File: src/rtl/doppio_pkg.sv
// Shared types and constants for the 64-bit stream serializer slice.
package doppio_pkg;

    localparam int WORD_W = 64;

    typedef logic [0:WORD_W-1] word_t;

    typedef enum logic [0:0] {
        IDLE  = 1'b0,
        SHIFT = 1'b1
    } state_t;

    // Counter width that stays at least one bit wide even when the range is 1.
    function automatic int unsigned width_of(input int unsigned range_v);
        return (range_v > 32'd1) ? $clog2(range_v) : 32'd1;
    endfunction

endpackage

File: src/rtl/stream_serializer_if.sv
// Word-stream handshake between the mmu (master) and the serializer (slave).
interface stream_serializer_if;
    import doppio_pkg::*;

    word_t IN;
    logic  IN_VALID;
    logic  IN_READY;

    modport master (output IN, output IN_VALID, input IN_READY);
    modport slave  (input IN, input IN_VALID, output IN_READY);

endinterface

File: src/rtl/stream_serializer_chk.sv
// Invariant checks on the serializer's observable outputs.
module stream_serializer_chk (
    input logic D_CLK,
    input logic D_RST,
    input logic D_OFF,
    input logic in_ready,
    input logic bit_out,
    input logic bit_valid,
    input logic led_0,
    input logic led_1,
    input logic led_2
);

    a_ready_is_not_full: assert property (@(posedge D_CLK) disable iff (D_RST)
        in_ready == ~led_1);

    a_empty_full_exclusive: assert property (@(posedge D_CLK) disable iff (D_RST)
        !(led_0 && led_1));

    a_idle_is_quiet: assert property (@(posedge D_CLK) disable iff (D_RST)
        !led_2 |-> (!bit_valid && !bit_out));

    a_pause_holds_bit: assert property (@(posedge D_CLK) disable iff (D_RST)
        (led_2 && D_OFF) |=> $stable(bit_out));

endmodule

File: src/rtl/word_fifo.sv
// Word FIFO with wrap-around pointers and an explicit occupancy count.
module word_fifo
    import doppio_pkg::*;
#(
    parameter int DEPTH = 4,
    localparam int PTR_W = $clog2(DEPTH)
) (
    input  logic           D_CLK,
    input  logic           D_RST,
    input  logic           push,
    input  word_t          din,
    input  logic           pop,
    output word_t          dout,
    output logic           full,
    output logic           empty,
    output logic [PTR_W:0] count
);

    word_t            mem_r [DEPTH];
    logic [PTR_W-1:0] wr_ptr_r;
    logic [PTR_W-1:0] rd_ptr_r;
    logic [PTR_W:0]   count_r;
    logic             full_s;
    logic             empty_s;
    logic             push_ok_s;
    logic             pop_ok_s;

    // Flags and guarded strobes; full/empty come from the registered count only.
    always_comb begin
        full_s    = (count_r == (PTR_W+1)'(DEPTH));
        empty_s   = (count_r == (PTR_W+1)'(0));
        push_ok_s = push & ~full_s;
        pop_ok_s  = pop & ~empty_s;
    end

    // Storage array; no reset needed, contents are qualified by the count.
    always_ff @(posedge D_CLK) begin
        if (push_ok_s) begin
            mem_r[wr_ptr_r] <= din;
        end
    end

    // Pointer and occupancy bookkeeping.
    always_ff @(posedge D_CLK) begin
        if (D_RST) begin
            wr_ptr_r <= '0;
            rd_ptr_r <= '0;
            count_r  <= '0;
        end else begin
            if (push_ok_s) begin
                wr_ptr_r <= wr_ptr_r + PTR_W'(1);
            end
            if (pop_ok_s) begin
                rd_ptr_r <= rd_ptr_r + PTR_W'(1);
            end
            case ({push_ok_s, pop_ok_s})
                2'b10:   count_r <= count_r + (PTR_W+1)'(1);
                2'b01:   count_r <= count_r - (PTR_W+1)'(1);
                default: count_r <= count_r;
            endcase
        end
    end

    assign dout  = mem_r[rd_ptr_r];
    assign full  = full_s;
    assign empty = empty_s;
    assign count = count_r;

endmodule

File: src/rtl/stream_serializer.sv
// Buffers 64-bit words and shifts them out LSB-index-first, DIV clocks per bit.
module stream_serializer
    import doppio_pkg::*;
#(
    parameter int DIV   = 4,
    parameter int DEPTH = 4
) (
    input  logic                D_CLK,
    input  logic                D_RST,
    input  logic                D_OFF,
    stream_serializer_if.slave  stream,
    output logic                BIT_OUT,
    output logic                BIT_VALID,
    output logic                LED_0,
    output logic                LED_1,
    output logic                LED_2
);

    localparam int DIV_W = width_of(DIV);
    localparam int PTR_W = $clog2(DEPTH);

    state_t           state_r;
    state_t           state_nx_s;
    word_t            shreg_r;
    logic [DIV_W-1:0] div_cnt_r;
    logic [5:0]       bit_cnt_r;

    word_t            fifo_head_s;
    logic             fifo_full_s;
    logic             fifo_empty_s;
    logic [PTR_W:0]   fifo_count_s;

    logic             div_wrap_s;
    logic             load_s;
    logic             shift_s;
    logic             div_inc_s;

    word_fifo #(.DEPTH(DEPTH)) u_fifo (
        .D_CLK (D_CLK),
        .D_RST (D_RST),
        .push  (stream.IN_VALID),
        .din   (stream.IN),
        .pop   (load_s),
        .dout  (fifo_head_s),
        .full  (fifo_full_s),
        .empty (fifo_empty_s),
        .count (fifo_count_s)
    );

    assign stream.IN_READY = ~fifo_full_s;
    assign div_wrap_s      = (div_cnt_r == DIV_W'(DIV - 1));

    // FSM state register.
    always_ff @(posedge D_CLK) begin
        if (D_RST) begin
            state_r <= IDLE;
        end else begin
            state_r <= state_nx_s;
        end
    end

    // Next state and datapath strobes; loading at bit 63 gives gap-free words.
    always_comb begin
        state_nx_s = state_r;
        load_s     = 1'b0;
        shift_s    = 1'b0;
        div_inc_s  = 1'b0;
        case (state_r)
            IDLE: begin
                if (!fifo_empty_s && !D_OFF) begin
                    load_s     = 1'b1;
                    state_nx_s = SHIFT;
                end else begin
                    state_nx_s = IDLE;
                end
            end
            SHIFT: begin
                if (D_OFF) begin
                    state_nx_s = SHIFT;
                end else if (!div_wrap_s) begin
                    div_inc_s = 1'b1;
                end else if (bit_cnt_r != 6'd63) begin
                    shift_s = 1'b1;
                end else if (!fifo_empty_s) begin
                    load_s = 1'b1;
                end else begin
                    state_nx_s = IDLE;
                end
            end
            default: begin
                state_nx_s = IDLE;
            end
        endcase
    end

    // Shift register with divider and bit counters.
    always_ff @(posedge D_CLK) begin
        if (D_RST) begin
            shreg_r   <= '0;
            div_cnt_r <= '0;
            bit_cnt_r <= 6'd0;
        end else if (load_s) begin
            shreg_r   <= fifo_head_s;
            div_cnt_r <= '0;
            bit_cnt_r <= 6'd0;
        end else if (shift_s) begin
            shreg_r   <= {shreg_r[1:WORD_W-1], 1'b0};
            div_cnt_r <= '0;
            bit_cnt_r <= bit_cnt_r + 6'd1;
        end else if (div_inc_s) begin
            div_cnt_r <= div_cnt_r + DIV_W'(1);
        end
    end

    // Outputs decoded from registered state; only BIT_VALID follows D_OFF directly.
    always_comb begin
        BIT_OUT   = (state_r == SHIFT) & shreg_r[0];
        BIT_VALID = (state_r == SHIFT) & ~D_OFF;
        LED_0     = (fifo_count_s == (PTR_W+1)'(0));
        LED_1     = (fifo_count_s == (PTR_W+1)'(DEPTH));
        LED_2     = (state_r == SHIFT);
    end

    stream_serializer_chk u_chk (
        .D_CLK     (D_CLK),
        .D_RST     (D_RST),
        .D_OFF     (D_OFF),
        .in_ready  (stream.IN_READY),
        .bit_out   (BIT_OUT),
        .bit_valid (BIT_VALID),
        .led_0     (LED_0),
        .led_1     (LED_1),
        .led_2     (LED_2)
    );

endmodule
File: src/flat_wrapper.sv
// flat-port wrapper written by rule: the top's interface ports become plain ports
module stream_serializer_flat import doppio_pkg::*;
#(
    parameter int DIV   = 4,
    parameter int DEPTH = 4
)
  (D_CLK, D_RST, D_OFF, BIT_OUT, BIT_VALID, LED_0, LED_1, LED_2, stream_IN, stream_IN_VALID, stream_IN_READY);
  stream_serializer_if stream_i ();
  input  logic D_CLK;
  input  logic D_RST;
  input  logic D_OFF;
  output logic BIT_OUT;
  output logic BIT_VALID;
  output logic LED_0;
  output logic LED_1;
  output logic LED_2;
  input wire logic [$bits(stream_i.IN)-1:0] stream_IN;
  input wire logic [$bits(stream_i.IN_VALID)-1:0] stream_IN_VALID;
  output wire logic [$bits(stream_i.IN_READY)-1:0] stream_IN_READY;
  assign stream_i.IN = stream_IN;
  assign stream_i.IN_VALID = stream_IN_VALID;
  assign stream_IN_READY = stream_i.IN_READY;
  stream_serializer #(.DIV(DIV), .DEPTH(DEPTH)) u_core (.D_CLK(D_CLK), .D_RST(D_RST), .D_OFF(D_OFF), .stream(stream_i), .BIT_OUT(BIT_OUT), .BIT_VALID(BIT_VALID), .LED_0(LED_0), .LED_1(LED_1), .LED_2(LED_2));
endmodule
File: config.mk
export PLATFORM = sky130hd
export DESIGN_NAME = stream_serializer_flat
export DESIGN_NICKNAME = d
export VERILOG_FILES = /design/src/rtl/doppio_pkg.sv /design/src/rtl/stream_serializer_if.sv /design/src/rtl/stream_serializer_chk.sv /design/src/rtl/word_fifo.sv /design/src/rtl/stream_serializer.sv /design/src/flat_wrapper.sv
export SDC_FILE = /design/constraint.sdc
export NUM_CORES = 1
export LEC_CHECK = 0
export CAP_MARGIN = 40
export CORE_MARGIN = 1.5
export CORE_UTILIZATION = 64
export CTS_CLUSTER_DIAMETER = 40
export DETAILED_ROUTE_END_ITERATION = 7
export GPL_ROUTABILITY_DRIVEN = 0
export PLACE_DENSITY = 0.95
export SLEW_MARGIN = 40
export SYNTH_ARGS = -nofsm -noshare
export SYNTH_HDL_FRONTEND = slang
export SYNTH_SLANG_ARGS = --single-unit
File: constraint.sdc
create_clock -name D_CLK -period 5.2 [get_ports D_CLK]
set_input_delay 1.04 -clock D_CLK [delete_from_list [all_inputs] [get_ports D_CLK]]
set_output_delay 1.04 -clock D_CLK [all_outputs]
set_load 0.02 [all_outputs]
### Yosys cells after proc, flatten, opt, wreduce, memory -nomap -nowiden

Memory sizes are Yosys's and may differ from the RTL's. A register that Yosys moved wholly into a read port is not among the register bits.
Index checks and enable logic that the tools add are counted.

| storage, ports and cells | value |
|---|---|
| bits in registers | 80 |
| latch bits | 0 |
| RAM bits | 256 |
| memory bits (read-only) | 0 |
| input port bits | 68 |
| output and inout bits | 6 |
| memories kept | 1 |

Memories:

| name | depth | bits a word | read ports | clocked after memory_dff | wr ports | RTL line | text |
|---|---|---|---|---|---|---|---|
| u_core.u_fifo.mem_r | 4 | 64 | 1 | 1 | 1 | word_fifo.sv:19 | `word_t mem_r [DEPTH];` |

| cells by class | value |
|---|---|
| add/sub/neg operators | 6 |
| multipliers | 0 |
| div/mod/pow operators | 0 |
| $lt $le $gt $ge | 0 |
| equal/unequal tests | 5 |
| shifts and indexed selects | 0 |
| mux-type cells | 24 |
| bitwise logic cells | 8 |
| reduce and logical (&&, ||, !) cells | 8 |

Operators by type and width:

| operator | count |
|---|---|
| 64-bit 2-to-1 mux | 2 |
| 1-bit 2-to-1 mux | 17 |
| 2-bit by 1-bit adder with 2-bit output, second input constant | 3 |
| 6-bit by 1-bit adder with 6-bit output, second input constant | 1 |
| 6-bit != test, second input constant | 1 |
| 3-bit one-hot mux with 2 select lines | 1 |
| 1-bit bitwise AND | 4 |
| 2-bit == test, second input constant | 2 |
| 2-bit 2-to-1 mux | 2 |
| 1-bit NOT | 4 |
| 1-bit one-hot mux with 2 select lines | 2 |
| 2-bit nonzero test | 2 |
| 3-bit by 1-bit adder with 3-bit output, second input constant | 1 |
| 3-bit == test, second input constant | 1 |
| 3-bit logical NOT | 1 |
| 3-bit OR reduction | 1 |
| 3-bit by 1-bit subtractor with 3-bit output, second input constant | 1 |
| 2-bit by 1-bit == test with 1-bit output, second input constant | 1 |
| 1-bit logical NOT | 2 |
| 2-bit OR reduction | 1 |
| 1-bit logical AND | 1 |

### Logic depth before layout (Yosys ltp)

Gate-level depths: netlist of the first run.

| depth | value |
|---|---|
| word-level depth | 9 |
| depth in mapped cells | 13 |
| depth with buffers taken out | 11 |

### Modules after synthesis

A second synthesis of the first run with hierarchy kept.

| second synthesis, totals | value |
|---|---|
| cells, all modules | 796 |
| area, all modules | 13489.2 sq um |

By module, submodules not included:

| module | times used | cells an instance | area an instance (sq um) |
|---|---|---|---|
| word_fifo | 1 | 388 | 9785.6 |
| stream_serializer | 1 | 408 | 3703.6 |

### Worst setup path after synthesis of the first run

Ideal clock, no wire load.

| path | value |
|---|---|
| path kind | input-to-reg |
| start point | input D_OFF |
| end point | register u_core.u_fifo.count_r[2], in the netlist u_core.u_fifo.count[2] |
| data arrival time | 3116 ps |
| data required time | 5130 ps |
| path slack | 2013 ps |
| cell stages on the path | 11 |
| cells stage by stage | or2_1 -> buf_2 -> or2_1 -> buf_6 -> clkinv_1 -> ha_1 -> inv_1 -> fa_1 -> xor2_1 -> or3_1 -> a21oi_1 |

| between the ends | value |
|---|---|
| cells in the longest elaborated chain, start to end | 7 |
| elaborated cells on any way between the ends | 10 |
| those cells by class | eq/ne (2); mux (4); bitwise (1); reduce/logical (3) |

RTL lines:

| element | RTL line | text |
|---|---|---|
| from (decl) | flat_wrapper.sv:11 | `input logic D_OFF;` |
| 1-bit logical NOT | stream_serializer.sv:70 | `if (!fifo_empty_s && !D_OFF) begin` |
| 1-bit logical AND | stream_serializer.sv:70 |  |
| 1-bit 2-to-1 mux | stream_serializer.sv:70 |  |
| 1-bit one-hot mux with 2 select lines (*) | stream_serializer.sv:68 | `case (state_r)` |
| 1-bit bitwise AND (*) | word_fifo.sv:33 | `pop_ok_s = pop & ~empty_s;` |
| via u_core.u_fifo.pop_ok_s | word_fifo.sv:26 | `logic pop_ok_s;` |
| 2-bit by 1-bit == test with 1-bit output / 2-bit == test (equally long branches) | word_fifo.sv:56 | `case ({push_ok_s, pop_ok_s})` |
| 3-bit one-hot mux with 2 select lines / 2-bit nonzero test (equally long branches) | n/a |  |
| to (signal assigned) | word_fifo.sv:57 | `2'b10: count_r <= count_r + (PTR_W+1)'(1);` |
| to (signal assigned) | word_fifo.sv:58 | `2'b01: count_r <= count_r - (PTR_W+1)'(1);` |
| to (signal assigned) | word_fifo.sv:59 | `default: count_r <= count_r;` |
| to (decl) | word_fifo.sv:22 | `logic [PTR_W:0] count_r;` |

Mark *: on every way through the listed nets, which the timed path passes. The rest lies on a longest branch.
A chain may end at the register's enable or synchronous reset.

### Final worst setup path of the first run

Ends and elaborated chain as after synthesis.

==> run metrics, run 1 <==
Final TNS setup 0 ps; share of final-layout standard cells stronger than drive strength 1 16.35%; via count of the first global-routing pass 8069; type of the worst min-delay path reg2reg; clock latency on the worst-skew pair 510 ps; worst vdd ir 389.3 uV; final hold viol count 0; number of buffer cells added on primary ports 73; first-pass GRT wire length 42.87 mm; switching component of the power 2.059 mW; cell area after technology mapping 13030 um2; launch point of the worst path D_OFF; # IOs 74; CTS H-tree depth 2; part of the power in the clock network 32.4%; part of the total power dissipated in sequential elements 47.7%; worst reg-to-reg setup slack 1670 ps; clock transition at the register clock pins on the worst setup and hold paths after CTS 60 ps; critical path, cell by cell clkdlybuf4s50_1, or2_2, or2_2, buf_4, clkinv_1, ha_1, inv_1, fa_1, xor2_1, or3_1, a21oi_1; outcome completed; clock skew 24.44 ps; share of the synthesized area in the top cell type 59.01%; cts-stage hold buffer count 0; Layout Nets 943; leading cell types in the layout, fill and taps excluded 256 x sky130_fd_sc_hd__edfxtp_1, 130 x sky130_fd_sc_hd__nand2_1, 80 x sky130_fd_sc_hd__dfxtp_1, 72 x sky130_fd_sc_hd__nor3_1, 72 x sky130_fd_sc_hd__clkdlybuf4s50_1; CP startpoint kind input port; Net Count, Synth 881; critical path's slowest cell sky130_fd_sc_hd__clkdlybuf4s50_1; final slew viol count 0; Die Y-Extent 145.7 um; clock buffer count from CTS 36; total die area 21220 um2; actual transition at the worst max-transition pin 815.7 ps; Synth Area per Inst 16.18 um2; pwr/cell area 495.4 nW/um2; average via count per standard cell 6.547; Total Routing Usage GR 26.26%; number of max-cap violations 0; P&R area growth vs syn 15.57%; Yosys warnings 0; total gr overflow 0; Die W 145.7 um; highest clock frequency the design can meet 270.2 MHz; filler-free cell count of the finished design 1163; capturing element of the worst setup path u_core.u_fifo.count[2]; proportion of register bits with asynchronous set or reset after synthesis 0%; Lkg Pwr 4.703 nW; pin count of the biggest net entering global routing 71; number of rows created at floorplan 52; worst reg2reg endpoint u_core.u_fifo.count[2]; post_cts resized 0; initial antenna violation count 0; core area 20100 um2; share of the yosys chip area belonging to registers 71.61%; post-detail-place hpwl 13.89 mm; final cycle utilization of the critical path 71.18%; number of instances in the synthesized netlist 805; number of buffer and inverter stages on the critical path 4; leading cell type in the layout, fill and taps excluded sky130_fd_sc_hd__edfxtp_1; total routed wirelength 27.15 mm; final critical path time including I/O delays and setup 3701 ps; synth top area cells sky130_fd_sc_hd__edfxtp_1 59%, sky130_fd_sc_hd__dfxtp_1 13%, sky130_fd_sc_hd__mux4_2 11%, sky130_fd_sc_hd__a311oi_1 4.3%, sky130_fd_sc_hd__nand2_1 3.7%; category of the most critical setup path in2reg; Post-synth top flop sky130_fd_sc_hd__edfxtp_1; internal power component 5.398 mW; drt initial violations 869; Worst Path Required 5640 ps; Worst Reg-to-Reg Cells 12; CP delay by family, top buffers and inverters; final core utilization 74.89%; Yosys top cell by area sky130_fd_sc_hd__edfxtp_1; sw frac 27.62%; Unique masters post-synth 40; total stage count of the critical path 11; number of synthesized register bits 338; Comb power frac 20.0%; root buf cell sky130_fd_sc_hd__clkbuf_16; clock tree from TritonCTS done; antenna cells 0; total via count after detailed routing 7614; number of synthesized flops with an enable pin 256; starting utilization of the core area 64.80%; number of nets still failing antenna checks after routing 0; launch point of the worst reg-to-reg path u_core.bit_cnt_r[0]; endpoint kind of the worst setup timing path flop; worst setup slack after placement 1058 ps; number of remaining DRC errors 0; RSZ-0062 raised after global routing false; worst rel slew slack 45.62%; Crit Path Max Fanout 64; smallest setup slack after layout 1499 ps; final setup violating endpoints 0; most used cell along the critical path sky130_fd_sc_hd__or2_2; DR pass1 iterations 5; Clock Sink Count 338; worst stage delay on the critical path 460 ps; placed cell count 1099; CP Data Arrival Time 4140 ps; postcts setup bufs 0; Overall Power 7.458 mW; fill cell count 1048; detailed-route wire length per cell 23.35 um; worst-case clock buffer depth 3
==> tightest hold or removal path: stages, from the launching register on <==
cell and delay, ps:
sky130_fd_sc_hd__dfxtp_1 310, sky130_fd_sc_hd__nand2_1 50, sky130_fd_sc_hd__a311oi_1 80
==> cells in the mapped netlist, drive strengths merged, types with 2 or more instances <==
cell / number
edfxtp: 256
nand2: 130
dfxtp: 82
nor3: 73
a311oi: 64
mux4: 64
buf: 38
clkbuf: 24
inv: 10
a21oi: 9
ha: 7
xnor2: 6
and3: 5
nor2: 5
nand3: 3
o21ai: 3
a2111oi: 2
and2: 2
o31ai: 2
or2: 2
or3: 2
or3b: 2
xor2: 2
==> registers in the layout, summed over array words and instances (netlist names), named ones only <==
| name | flops |
|---|---|
| u_core.LED_2 | 1 |
| u_core.bit_cnt_r | 6 |
| u_core.div_cnt_r | 2 |
| u_core.shreg_r | 64 |
| u_core.u_fifo.count | 3 |
| u_core.u_fifo.mem_r | 256 |
| u_core.u_fifo.rd_ptr_r | 2 |
| u_core.u_fifo.wr_ptr_r | 2 |
==> metrics by stage <==
stage / hold slack [ps] / instance area, um2
after floorplan: 454.6 / 13030
after global placement: 458.5 / 13880
after detailed placement: 477.8 / 13920
after CTS: 489.1 / 15060
after global routing: 509.1 / 15060
final: 486.9 / 15060
==> how the worst min path moves through the flow <==
stage / depth (start not counted) / endpoint / startpoint
after CTS: 2 / u_core.shreg_r[6] / u_core.shreg_r[5]
after floorplan: 2 / flop / u_core.u_fifo.rd_ptr_r[1]
after global routing: 2 / u_core.shreg_r[55] / u_core.shreg_r[55]
after global placement: 2 / flop / u_core.u_fifo.rd_ptr_r[1]
after detailed placement: 2 / u_core.shreg_r[17] / u_core.shreg_r[17]
final: 2 / u_core.shreg_r[6] / u_core.shreg_r[5]
==> layout make-up <==
| type | count | area [um2] | share of cell area [%] |
|---|---|---|---|
| timing repair buffer | 86 | 853.3 | 5.668 |
| clock inverter | 15 | 125.1 | 0.8310 |
| multi-input combinational | 394 | 3353 | 22.27 |
| inverter | 11 | 41.29 | 0.2742 |
| clock buffer | 49 | 1011 | 6.715 |
| sequential | 338 | 9334 | 62.00 |
| tap | 270 | 337.8 | 2.244 |
==> cells by family (layout without fill, tap and decap cells) <==
family	Yosys count	count (layout)	synth area share (%)
compound gates	86	86	5.359
flops	338	338	71.61
buf+inv	73	161	2.814
mux	65	65	11.14
simple gates	227	227	7.712
xor+xnor	8	8	0.5379
fa+ha+maj	8	8	0.8259
==> power by group through the flow <==
stage	Sequential, mW	Clock [mW]	Combinational (mW)
2_1_floorplan	3.50	0	1.14
3_3_place_gp	3.60	0	1.32
3_5_place_dp	3.59	0	1.45
4_1_cts	3.55	2.43	1.49
5_1_grt	3.59	2.54	1.60
6_report	3.56	2.41	1.49
==> per-layer routing <==
layer	vias to the layer above	wire, um	GRT usage (%)
met3	75	1962	3.856
met5	-	0	0
met4	0	823	11.07
met1	3824	9963	33.01
met2	429	14400	46.10
li1	3286	-	-
(Power assumes the default switching activity.)
==> run 2: changes to the inputs <==
CORE_UTILIZATION = 59   (was 64)
PLACE_DENSITY = 0.89   (was 0.95)
clock period = 3.45 ns   (was 5.2 ns; I/O delays follow)
==> run metrics, run 2 (same netlist as run 1, synthesis figures left out) <==
outcome completed; worst stage delay on the critical path 420 ps (-40 ps); worst rel slew slack 44.08% (-1.5 points); final critical path time including I/O delays and setup 2809 ps; area of combinational cells with multiple inputs 3353 um2 (unchanged); cts-stage hold buffer count 0 (unchanged); fill cell count 1291 (+23%); most used cell along the critical path sky130_fd_sc_hd__ha_1; P&R area growth vs syn 17.83%; max reg flops 256 (unchanged); postcts setup bufs 0 (unchanged); smallest setup slack after layout 641.3 ps (-857.3 ps); number of remaining DRC errors 0 (unchanged); worst reg-to-reg setup slack 640 ps (-1030 ps); capturing element of the worst setup path u_core.u_fifo.count[2]; Lkg Pwr 4.822 nW (+2.5%); critical path's slowest cell sky130_fd_sc_hd__fa_1; clock buffer count from CTS 38 (+5.6%); detailed-route wire length per cell 22.80 um (-2.3%); first-pass GRT wire length 42.28 mm (-1.4%); CP startpoint kind flop; Worst Path Required 3900 ps (-1740 ps); Layout Nets 951 (+0.85%); antenna cells 0 (unchanged); clock latency on the worst-skew pair 520 ps (about the same); post-detail-place hpwl 14.23 mm (+2.5%); clock skew 12.76 ps (-11.69 ps); starting utilization of the core area 59.88% (-4.9 points); post-route cell area 15350 um2 (+2.0%); total gr overflow 0 (unchanged); drt initial violations 902 (+3.8%); Die W 151.6 um (+4.1%); highest clock frequency the design can meet 356.0 MHz; Total Routing Usage GR 24.83% (-1.4 points); RSZ-0062 raised after global routing false; root buf cell sky130_fd_sc_hd__clkbuf_16; Crit Path Max Fanout 6 (-91%); Die Y-Extent 151.6 um (+4.1%); share of final-layout standard cells stronger than drive strength 1 17.28% (+0.93 points); CTS H-tree depth 2 (unchanged); final slew viol count 0 (unchanged); DR pass1 iterations 6 (+1); actual transition at the worst max-transition pin 838.7 ps (+23.00 ps); category of the most critical setup path reg2reg; number of buffer cells added on primary ports 73 (unchanged); leading cell type in the layout, fill and taps excluded sky130_fd_sc_hd__edfxtp_1; leading cell types in the layout, fill and taps excluded 256 x sky130_fd_sc_hd__edfxtp_1, 130 x sky130_fd_sc_hd__nand2_1, 80 x sky130_fd_sc_hd__dfxtp_1, 72 x sky130_fd_sc_hd__nor3_1, 72 x sky130_fd_sc_hd__clkdlybuf4s50_1; worst setup slack after placement 261.2 ps (-797.1 ps); worst reg2reg endpoint u_core.u_fifo.count[2]; via count of the first global-routing pass 7728 (-4.2%); top register by number of flip-flops u_core.u_fifo.mem_r; Final TNS setup 0 ps (unchanged); total die area 22980 um2 (+8.3%); final cycle utilization of the critical path 81.41%; number of rows created at floorplan 54 (+3.8%); number of max-cap violations 0 (unchanged); pwr/cell area 760.8 nW/um2 (+54%); final setup violating endpoints 0 (unchanged); type of the worst min-delay path reg2reg; endpoint kind of the worst setup timing path flop; clock tree from TritonCTS done; CP Data Arrival Time 3260 ps (-880 ps); total via count after detailed routing 7492 (-1.6%); clock transition at the register clock pins on the worst setup and hold paths after CTS 60 ps (about the same); pin count of the biggest net entering global routing 71 (unchanged); average via count per standard cell 6.333 (-3.3%); Clock Sink Count 338 (unchanged); launch point of the worst path u_core.bit_cnt_r[0]; core area 21760 um2 (+8.2%); number of nets still failing antenna checks after routing 0 (unchanged); worst vdd ir 554.0 uV (+42%); final hold viol count 0 (unchanged); worst-case clock buffer depth 3 (unchanged); placed cell area 14070 um2 (+1.1%); Worst Reg-to-Reg Cells 11 (-1); # IOs 74 (unchanged); initial antenna violation count 0 (unchanged); total routed wirelength 26.97 mm (-0.66%); post_cts resized 0 (unchanged); launch point of the worst reg-to-reg path u_core.bit_cnt_r[0]; area used by sequential logic in the layout 9334 um2 (unchanged); top flop regs u_core.u_fifo.mem_r (256), u_core.shreg_r (64), u_core.bit_cnt_r (6); critical path, cell by cell ha_1, nand3_1, o21a_2, or2_2, clkinv_1, ha_1, inv_1, fa_1, xor2_1, or3_1, a21oi_1
-- run 2: how the worst min path moves through the flow --
stage / startpoint / endpoint / slack (ps) / depth (start not counted)
5_1_grt: u_core.shreg_r[8] / u_core.shreg_r[9] / 500 / 2
2_1_floorplan: u_core.u_fifo.rd_ptr_r[1] / flop / 450 / 2
3_3_place_gp: u_core.u_fifo.rd_ptr_r[1] / flop / 460 / 2
3_5_place_dp: u_core.shreg_r[28] / u_core.shreg_r[29] / 480 / 2
6_report: u_core.u_fifo.rd_ptr_r[1] / flop / 480 / 2
4_1_cts: u_core.shreg_r[40] / u_core.shreg_r[41] / 490 / 2
-- run 2: routing by layer --
metal  up-vias  wire (um)  part of all wire, %  track usage [%]
met5         -          0                    0                0
met4         0        894                  3.3            10.05
met2       370      13750                   51            42.70
met1      3750      10280                   38            31.50
li1       3309          -                    -                -
met3        63       2048                  7.6            4.371
-- run 2: power breakdown --
group          total, mW  switching, mW  leakage (nW)  internal [mW]
registers           5.38          0.356          3.02           5.02
logic               2.23           1.23          1.19           1.00
clock network       4.07           1.56         0.611           2.51
total               11.7           3.14          4.82           8.53
-- run 2: final cells by class --
type                    instances  share of cell area, %
multi-input cells             394                  21.85
clock buffers                  51                  6.782
clock inverters                17                  1.541
well taps                     280                  2.282
repair buffers                 92                  6.472
inverters                      11                 0.2690
flip-flops and latches        338                  60.81
-- run 2: critical path, delay by kind of cell (launching register included) --
family                   cells  cell delay (ps)
AO/OA/AOI/OAI                2              380
XOR/XNOR                     1              150
adder cells (fa/ha/maj)      3              920
buffers and inverters        2              130
flip-flops                   1              390
AND/OR/NAND/NOR              3              770
-- run 2: per-stage QoR --
stage / hold slack, ps / utilization, % / cells / power [mW]
2_1_floorplan: 454.6 / - / 805 / 7.001
3_3_place_gp: 456.2 / 64.68 / 1115 / 7.479
3_5_place_dp: 475.2 / 64.68 / 1115 / 7.604
4_1_cts: 486.5 / 70.55 / 1183 / 11.71
5_1_grt: 503.2 / 70.55 / 1183 / 12.12
6_report: 484.3 / 70.55 / 1183 / 11.68
==> run 3: changes to the inputs <==
clock period = 2.77 ns   (was 3.45 ns; I/O delays follow)
==> run metrics, run 3 (same netlist as run 1, synthesis figures left out) <==
outcome completed; highest clock frequency the design can meet 377.5 MHz; part of the total power dissipated in sequential elements 45.5% (-0.6 points); post-detail-place hpwl 14.49 mm (+1.8%); Layout Nets 954 (+0.32%); leading cell type in the layout, fill and taps excluded sky130_fd_sc_hd__edfxtp_1; worst vdd ir 649.8 uV (+17%); total gr overflow 0 (unchanged); via count of the first global-routing pass 7833 (+1.4%); Worst Path Required 2220 ps (-1680 ps); RSZ-0062 raised after global routing false; clock latency on the worst-skew pair 540 ps (+20 ps); worst-case clock buffer depth 3 (unchanged); detailed-route wire length per cell 23.03 um (+0.99%); internal power component 10.51 mW (+23%); critical path's slowest cell sky130_fd_sc_hd__clkdlybuf4s50_1; top flop regs u_core.u_fifo.mem_r (256), u_core.shreg_r (64), u_core.bit_cnt_r (6); top register by number of flip-flops u_core.u_fifo.mem_r; Crit Path Max Fanout 7 (+1); share of final-layout standard cells stronger than drive strength 1 18.94% (+1.7 points); antenna cells 0 (unchanged); average via count per standard cell 6.440 (+1.7%); Die W 151.6 um (unchanged); CP Data Arrival Time 2100 ps (-1160 ps); final cycle utilization of the critical path 95.64%; CTS H-tree depth 2 (unchanged); root buf cell sky130_fd_sc_hd__clkbuf_16; drt initial violations 695 (-23%); category of the most critical setup path reg2out; number of max-cap violations 0 (unchanged); Total Routing Usage GR 24.28% (-0.55 points); type of the worst min-delay path reg2reg; final hold viol count 0 (unchanged); part of the power in the clock network 34.8% (about the same); critical path, cell by cell or3b_2, inv_1, clkdlybuf4s50_1; clock skew 19.94 ps (+7.186 ps); clock tree from TritonCTS done; switching component of the power 4.100 mW (+30%); pin count of the biggest net entering global routing 71 (unchanged); # IOs 74 (unchanged); number of rows created at floorplan 54 (unchanged); starting utilization of the core area 59.88% (unchanged); leading cell types in the layout, fill and taps excluded 256 x sky130_fd_sc_hd__edfxtp_1, 130 x sky130_fd_sc_hd__nand2_1, 78 x sky130_fd_sc_hd__dfxtp_1, 72 x sky130_fd_sc_hd__nor3_1, 72 x sky130_fd_sc_hd__clkdlybuf4s50_1; worst rel slew slack 43.12% (-0.97 points); CP startpoint kind flop; sw frac 28.06% (+1.1 points); initial antenna violation count 0 (unchanged); clock buffer count from CTS 38 (unchanged); Final TNS setup 0 ps (unchanged); total die area 22980 um2 (unchanged); number of nets still failing antenna checks after routing 0 (unchanged); Die Y-Extent 151.6 um (unchanged); pwr/cell area 946.8 nW/um2 (+24%); final setup violating endpoints 0 (unchanged); actual transition at the worst max-transition pin 853.2 ps (+14.51 ps); P&R area growth vs syn 18.47%; total via count after detailed routing 7651 (+2.1%); DR pass1 iterations 7 (+1); Clock Sink Count 338 (unchanged); final core utilization 70.94% (+0.39 points); total routed wirelength 27.35 mm (+1.4%); final slew viol count 0 (unchanged); clock transition at the register clock pins on the worst setup and hold paths after CTS 60 ps (about the same); worst stage delay on the critical path 590 ps (+170 ps); final critical path time including I/O delays and setup 2649 ps; Comb power frac 19.6% (+0.5 points); cts-stage hold buffer count 0 (unchanged); max reg flops 256 (unchanged); first-pass GRT wire length 41.61 mm (-1.6%); number of buffer cells added on primary ports 73 (unchanged); endpoint kind of the worst setup timing path primary output; number of remaining DRC errors 0 (unchanged); fill cell count 1263 (-2.2%); core area 21760 um2 (unchanged); Lkg Pwr 4.858 nW (+0.76%)
==> run 3: layout make-up <==
type	instances	area, um2	area share (%)
inverter	11	42.54	0.2756
clock inverter	23	240.2	1.557
sequential	338	9336	60.49
multi-input combinational	394	3368	21.82
tap	280	350.3	2.270
clock buffer	47	1067	6.915
timing repair buffer	95	1028	6.664
==> run 3: metal layers <==
layer,track usage [%],vias to the layer above,wire length [um]
met5,0,-,0
met1,30.26,3874,10440
met3,4.401,89,1886
li1,-,3314,-
met2,41.16,374,13930
met4,12.07,0,1094
==> run 3: worst paths after layout <==
kind	startpoint	endpoint	slack, ps	cells past startpoint
min	u_core.shreg_r[25]	u_core.shreg_r[26]	490	2
max reg2reg	u_core.div_cnt_r[0]	u_core.u_fifo.count[2]	160	11
max	u_core.u_fifo.count[2]	LED_1	120	3
min reg2reg	u_core.shreg_r[25]	u_core.shreg_r[26]	490	2
==> run 3: power groups by stage <==
| stage | sequential [mW] | combinational, mW | clock, mW |
|---|---|---|---|
| 2_1_floorplan | 6.56 | 2.15 | 0 |
| 3_3_place_gp | 6.67 | 2.69 | 0 |
| 3_5_place_dp | 6.72 | 2.80 | 0 |
| 4_1_cts | 6.65 | 2.87 | 5.15 |
| 5_1_grt | 6.71 | 3.06 | 5.34 |
| 6_report | 6.65 | 2.87 | 5.09 |
==> run 3: through the flow <==
step	area [um2]	setup WS, ps	std cells	power (mW)	hold WS [ps]
after floorplan	13040	43.64	805	8.709	454.6
after global placement	14110	-188.9	1118	9.361	457.0
after detailed placement	14110	-265.1	1118	9.516	476.8
after CTS	15420	63.88	1188	14.66	479.0
after global routing	15430	1.281	1188	15.12	505.6
final	15430	120.8	1188	14.61	485.2
==> run 3: repair_timing <==
item / in CTS / in global routing
buffers inserted: 0 / 0
gates resized for setup: 0 / 4
setup endpoints to repair: 0 / 1
==> run 3: worst max-delay path: cells and delay by family, from the launching register on <==
| kind | cells | cell delay [ps] |
|---|---|---|
| and+or+nand+nor | 1 | 530 |
| buffers and inverters | 2 | 660 |
| DFF | 1 | 370 |
